===== config.mk =====
export PLATFORM = sky130hd
export DESIGN_NAME = pll_reconfig_seq
export DESIGN_NICKNAME = d
export VERILOG_FILES = /design/src/rtl/pll_reconfig_seq.sv
export SDC_FILE = /design/constraint.sdc
export NUM_CORES = 1
export LEC_CHECK = 0
export CAP_MARGIN = 20
export CORE_UTILIZATION = 55
export DETAILED_ROUTE_END_ITERATION = 7
export PLACE_DENSITY = 0.88
export SYNTH_ARGS = -nofsm -noshare
export SYNTH_HDL_FRONTEND = slang
export SYNTH_SLANG_ARGS = --single-unit

===== constraint.sdc =====
create_clock -name clk -period 4.8 [get_ports clk]
set_clock_uncertainty 0.15 [all_clocks]
set_input_delay 0.96 -clock clk [delete_from_list [all_inputs] [get_ports clk]]
set_output_delay 0.96 -clock clk [all_outputs]
set_load 0.02 [all_outputs]

===== src/rtl/pll_reconfig_seq.sv =====
// Reprograms the SDRAM-clock PLL: 8 Avalon-MM writes, a PLL reset pulse, then waits for lock.
// Outputs are decoded from registered state, so reset clears them asynchronously.
module pll_reconfig_seq #(
   parameter int unsigned GAP_CYCLES   = 7,
   parameter int unsigned RST_CYCLES   = 8,
   parameter int unsigned LOCK_TIMEOUT = 5000000,
   parameter logic [31:0] CP_VAL       = 32'h1,
   parameter logic [31:0] BW_VAL       = 32'h7
) (
   input  logic        clk,
   input  logic        rst_n,
   input  logic        start,
   input  logic [31:0] cfg_m,
   input  logic [31:0] cfg_k,
   input  logic [31:0] cfg_c0,
   output logic        busy,
   output logic        done,
   output logic        error,
   output logic [5:0]  mgmt_address,
   output logic [31:0] mgmt_writedata,
   output logic        mgmt_write,
   input  logic        mgmt_waitrequest,
   output logic        pll_reset,
   input  logic        locked
);

   typedef enum logic [2:0] {S_IDLE, S_WRITE, S_GAP, S_PRST, S_LOCK} state_t;

   localparam logic [31:0] GAP_LAST  = 32'(GAP_CYCLES - 1);
   localparam logic [31:0] RST_LAST  = 32'(RST_CYCLES - 1);
   localparam logic [31:0] LOCK_LAST = 32'(LOCK_TIMEOUT - 1);

   state_t      state_q, state_d;
   logic [2:0]  idx_q, idx_d;
   logic [31:0] cnt_q, cnt_d;
   logic [31:0] m_q, m_d, k_q, k_d, c0_q, c0_d;
   logic        error_q, error_d;
   logic        locked_m_q, locked_s_q;

   logic [5:0]  tbl_addr;
   logic [31:0] tbl_data;
   logic        lock_ok, lock_to;

   always_ff @(posedge clk or negedge rst_n) begin
      if (!rst_n) begin
         state_q    <= S_IDLE;
         idx_q      <= '0;
         cnt_q      <= '0;
         m_q        <= '0;
         k_q        <= '0;
         c0_q       <= '0;
         error_q    <= 1'b0;
         locked_m_q <= 1'b0;
         locked_s_q <= 1'b0;
      end else begin
         state_q    <= state_d;
         idx_q      <= idx_d;
         cnt_q      <= cnt_d;
         m_q        <= m_d;
         k_q        <= k_d;
         c0_q       <= c0_d;
         error_q    <= error_d;
         locked_m_q <= locked;
         locked_s_q <= locked_m_q;
      end
   end

   always_comb begin
      tbl_addr = '0;
      tbl_data = '0;
      case (idx_q)
         3'd0: begin tbl_addr = 6'd0; tbl_data = 32'h0;     end
         3'd1: begin tbl_addr = 6'd4; tbl_data = m_q;       end
         3'd2: begin tbl_addr = 6'd7; tbl_data = k_q;       end
         3'd3: begin tbl_addr = 6'd3; tbl_data = 32'h10000; end
         3'd4: begin tbl_addr = 6'd5; tbl_data = c0_q;      end
         3'd5: begin tbl_addr = 6'd9; tbl_data = CP_VAL;    end
         3'd6: begin tbl_addr = 6'd8; tbl_data = BW_VAL;    end
         default: begin tbl_addr = 6'd2; tbl_data = 32'h0;  end
      endcase
   end

   // The first four LOCK cycles may still show a stale pre-reset lock through the synchroniser.
   assign lock_ok = (state_q == S_LOCK) && (cnt_q >= 32'd4) && locked_s_q;
   assign lock_to = (state_q == S_LOCK) && (cnt_q == LOCK_LAST);

   always_comb begin
      state_d = state_q;
      idx_d   = idx_q;
      cnt_d   = cnt_q;
      m_d     = m_q;
      k_d     = k_q;
      c0_d    = c0_q;
      error_d = error_q;
      case (state_q)
         S_IDLE: begin
            if (start) begin
               m_d     = cfg_m;
               k_d     = cfg_k;
               c0_d    = cfg_c0;
               error_d = 1'b0;
               idx_d   = '0;
               cnt_d   = '0;
               state_d = S_WRITE;
            end
         end
         S_WRITE: begin
            if (!mgmt_waitrequest) begin
               cnt_d   = '0;
               state_d = S_GAP;
            end
         end
         S_GAP: begin
            if (cnt_q == GAP_LAST) begin
               cnt_d = '0;
               if (idx_q == 3'd7) begin
                  state_d = S_PRST;
               end else begin
                  idx_d   = 3'(idx_q + 3'd1);
                  state_d = S_WRITE;
               end
            end else begin
               cnt_d = cnt_q + 32'd1;
            end
         end
         S_PRST: begin
            if (cnt_q == RST_LAST) begin
               cnt_d   = '0;
               state_d = S_LOCK;
            end else begin
               cnt_d = cnt_q + 32'd1;
            end
         end
         S_LOCK: begin
            if (lock_ok) begin
               cnt_d   = '0;
               error_d = 1'b0;
               state_d = S_IDLE;
            end else if (lock_to) begin
               cnt_d   = '0;
               error_d = 1'b1;
               state_d = S_IDLE;
            end else begin
               cnt_d = cnt_q + 32'd1;
            end
         end
         default: state_d = S_IDLE;
      endcase
   end

   // error is visible in the same cycle as the timeout done pulse, then held by error_q.
   always_comb begin
      busy           = (state_q != S_IDLE);
      mgmt_write     = (state_q == S_WRITE);
      mgmt_address   = mgmt_write ? tbl_addr : 6'd0;
      mgmt_writedata = mgmt_write ? tbl_data : 32'd0;
      pll_reset      = (state_q == S_PRST);
      done           = lock_ok || lock_to;
      error          = error_q || (lock_to && !lock_ok);
   end

endmodule


==> insert_results.sql <==
INSERT INTO impl_metrics (metric_group, metric, value, unit) VALUES
('timing', 'worst_setup_slack_after_layout', '0.404', 'ns'),
('logic_synthesis', 'synthTopCellsByArea', 'sky130_fd_sc_hd__dfrtp_1 52%, sky130_fd_sc_hd__mux2_2 16%, sky130_fd_sc_hd__nand2_1 3.5%', ''),
('outcome', 'violated_checks', 'DRC', ''),
('placement', 'placement.io_buffers', '141', ''),
('global_routing', 'grt_antenna_before_repair', '1', ''),
('routing', 'vias_per_cell', '6.19', ''),
('floorplanning', 'die-height', '112', 'um'),
('floorplanning', 'floorplan.rows', '39', ''),
('clocking', 'cts.reportedPaths.clkPinSlew', '0.06', 'ns'),
('floorplanning', 'initial_utilization', '57.2', '%'),
('logic_synthesis', 'syn_inst', '610', ''),
('layout', 'ff_latch_area', '3430', 'um^2'),
('timing', 'timing_hold_violations_final', '0', ''),
('logic_synthesis', 'post_synth_most_frequent_cells', '137 x sky130_fd_sc_hd__dfrtp_1, 97 x sky130_fd_sc_hd__mux2_2, 62 x sky130_fd_sc_hd__nand2_1', ''),
('timing', 'final-max-slew-violation-count', '0', ''),
('power', 'power.density', '561', 'nW/um^2'),
('logic_synthesis', 'syn_area', '6640', 'um^2'),
('critical_path', 'cp-start-kind', 'flip-flop', ''),
('global_routing', 'groute.usage.overall', '30.3', '%'),
('logic_synthesis', 'synth_edf_count', '0', ''),
('global_routing', 'wire_length_of_the_first_global_routing_pass', '29400', 'um'),
('timing', 'worst-slew-pin-transition', '1.03', 'ns'),
('global_routing', 'grt_start_max_net_pins', '98', ''),
('clocking', 'cts_max_level', '4', ''),
('routing', 'detail_route.wl_per_cell', '20.1', 'um'),
('critical_path', 'critical_path_class', 'flip-flop to primary output', ''),
('layout', 'fillerInstances', '726', ''),
('global_routing', 'grt_pass1_vias', '5754', ''),
('logic_synthesis', 'synth_top_cell_by_area', 'sky130_fd_sc_hd__dfrtp_1', ''),
('critical_path', 'timing.critical_path.arrival', '3.29', 'ns'),
('clocking', 'cts_tree', 'built', ''),
('routing', 'routed-via-count', '5563', ''),
('logic_synthesis', 'yosys_register_bits', '137', ''),
('timing', 'timing.final.setup_violations', '0', ''),
('logic_synthesis', 'synthMostInstantiatedCell', 'sky130_fd_sc_hd__dfrtp_1', ''),
('clocking', 'postCtsResizedCells', '0', ''),
('critical_path', 'crit_required', '3.69', 'ns'),
('timing', 'grt_setup_unrepaired', 'false', ''),
('placement', 'dp.final_hpwl', '11700', 'um'),
('layout', 'layout_area_overhead', '32.7', '%'),
('routing', 'drt.antenna.violating_nets', '0', ''),
('routing', 'postRouteWirelength', '18000', 'um'),
('logic_synthesis', 'synth-async-reset-ratio', '100', '%'),
('floorplanning', 'core_area', '11600', 'um^2'),
('timing', 'fraction_of_the_cycle_the_final_worst_path_needs', '91.6', '%'),
('clocking', 'post_cts_buffers', '0', ''),
('floorplanning', 'top_level_i_o_count', '144', ''),
('routing', 'detail_route.first_pass.iterations', '8', ''),
('power', 'leakagePower', '3.46', 'nW'),
('clocking', 'clock-sinks', '137', ''),
('timing', 'final.min_clock_period', '4.40', 'ns'),
('routing', 'drc', '15', ''),
('clocking', 'clk_root_buffer_cell', 'sky130_fd_sc_hd__clkbuf_16', ''),
('timing', 'max-slew-margin-rel', '31.3', '%'),
('logic_synthesis', 'synth_sequential_area_ratio', '51.6', '%'),
('power', 'vdd_ir_drop_max', '0.341', 'mV'),
('logic_synthesis', 'synth.top_cell.area_share', '51.6', '%'),
('placement', 'place.gp.congestion', '0.932', ''),
('min_path', 'holdCritPathClass', 'flip-flop to flip-flop', ''),
('logic_synthesis', 'avg_inst_size_synth', '10.9', 'um^2'),
('critical_path', 'worstPathMaxFanout', '12', ''),
('global_routing', 'grt.overflow.total', '0', ''),
('clocking', 'cts_inserted_buffers', '17', ''),
('logic_synthesis', 'synthFlopType', 'sky130_fd_sc_hd__dfrtp_1', ''),
('routing', 'first_iter_violations', '603', ''),
('clocking', 'insertion_delay', '0.42', 'ns'),
('placement', 'place_worst_setup_slack', '0.887', 'ns'),
('clocking', 'cts_max_path_buffers', '2', ''),
('layout', 'finalNetCount', '853', ''),
('timing', 'clock.fmax', '227', 'MHz'),
('timing', 'timing.setup.tns', '0', 'ns'),
('clocking', 'hold_buffers', '0', ''),
('floorplanning', 'horiz_die_dim', '112', 'um'),
('run', 'drv.max_cap_violation_count', '0', ''),
('layout', 'final_layout_size_suffix_gt1_share', '19.6', '%'),
('logic_synthesis', 'synth.lib_cells_used.distinct', '50', ''),
('critical_path', 'endpoint_kind', 'primary output', ''),
('layout', 'multi_input_comb_area', '3010', 'um^2'),
('outcome', 'status', 'complete, but fails checks', ''),
('power', 'power', '4.95', 'mW'),
('floorplanning', 'floorplan.die_area', '12500', 'um^2'),
('logic_synthesis', 'ys.warnings.count', '0', '');
-- cell usage in the layout, fill, tap and decap left out, types with 3 or more instances in the layout --
cell type and n:
sky130_fd_sc_hd__inv_1 17, sky130_fd_sc_hd__o31ai_1 3, sky130_fd_sc_hd__a22oi_1 29, sky130_fd_sc_hd__o21ai_0 43
sky130_fd_sc_hd__nor4_1 11, sky130_fd_sc_hd__a21o_1 7, sky130_fd_sc_hd__a21oi_1 33, sky130_fd_sc_hd__o22ai_1 3
sky130_fd_sc_hd__clkinv_2 3, sky130_fd_sc_hd__dfrtp_1 137, sky130_fd_sc_hd__bufinv_16 3, sky130_fd_sc_hd__ha_1 9
sky130_fd_sc_hd__buf_12 4, sky130_fd_sc_hd__nor3_1 7, sky130_fd_sc_hd__o32ai_1 4, sky130_fd_sc_hd__mux2_2 97
sky130_fd_sc_hd__o21ai_1 3, sky130_fd_sc_hd__or4_1 7, sky130_fd_sc_hd__nand3_1 11, sky130_fd_sc_hd__nand2_1 62
sky130_fd_sc_hd__or3_1 13, sky130_fd_sc_hd__a31oi_1 4, sky130_fd_sc_hd__xnor2_1 5, sky130_fd_sc_hd__clkinv_4 4
sky130_fd_sc_hd__nand4_1 12, sky130_fd_sc_hd__buf_4 6, sky130_fd_sc_hd__clkbuf_16 17, sky130_fd_sc_hd__clkdlybuf4s50_1 140
sky130_fd_sc_hd__nor2_1 22
-- report_power, final --
| part | total, mW | internal [mW] | switching [mW] |
|---|---|---|---|
| Sequential | 1.91 | 1.61 | 0.292 |
| Clock | 1.35 | 0.842 | 0.508 |
| Combinational | 1.69 | 0.829 | 0.864 |
| Total | 4.95 | 3.28 | 1.66 |
-- area by class of cell --
cell class	count	area share, %
antenna	1	0.0284
clock buffer	20	5.18
clock inverter	11	1.67
inverter	17	0.724
multi-input combinational	420	34.2
sequential	137	38.9
tap	143	2.03
timing repair buffer	150	17.3
-- kinds of logic (layout without fill, tap and decap cells) --
kind of cell / count (synthesis) / count (layout) / synth area share (%)
DFF: 137 / 137 / 51.6
xor gates and xnor gates: 7 / 7 / 0.923
other: 1 / 3 / 0.0564
buffers and inverters: 54 / 198 / 3.39
adders and majority gates: 9 / 9 / 1.69
muxes: 98 / 98 / 16.6
and+or+nand+nor: 160 / 160 / 12.1
AOI/OAI and AO/OA: 144 / 144 / 13.7
-- sequential cells by signal, summed over array words and instances (netlist names) --
signal	cells
k_q	32
error_q	1
cnt_q	32
idx_q	3
locked_m_q	1
state_q	3
locked_s_q	1
c0_q	32
m_q	32
-- worst paths after layout --
path	from	slack [ns]	cells after the start	end
setup / recovery	state_q[1]	0.40	5	error
hold / removal	locked_m_q	0.20	0	locked_s_q
setup reg to reg	state_q[1]	1.17	7	cnt_q[28]
hold reg to reg	locked_m_q	0.20	0	locked_s_q
max in group asynchronous	rst_n	2.99	2	m_q[9]
min in group asynchronous	rst_n	0.50	1	c0_q[10]
-- metal layers --
metal	vias up	share of wire, %	GRT usage, %
met4	0	3.0	12.0
met1	2779	40	37.5
met3	46	6.6	7.51
met2	239	51	50.9
met5	-	0	0
li1	2499	-	-
-- stage by stage --
stage | util, % | cell area (um^2) | std cells | hold WS, ns
detailed placement | 70.7 | 8210 | 867 | 0.190
finish | 75.9 | 8810 | 899 | 0.199
CTS | 75.9 | 8810 | 898 | 0.202
global route | 75.9 | 8810 | 899 | 0.216
global placement | 70.7 | 8210 | 867 | 0.183
floorplan | - | 6650 | 611 | 0.181
-- worst max-delay path: stages, from the launching register on --
cell and delay [ns]:
sky130_fd_sc_hd__dfrtp_1 0.49, sky130_fd_sc_hd__or3b_2 0.54, sky130_fd_sc_hd__nor4_1 0.26, sky130_fd_sc_hd__or4b_2 0.69, sky130_fd_sc_hd__o21bai_1 0.24, sky130_fd_sc_hd__clkdlybuf4s50_1 0.65
Power figures use the tool's default switching activity.
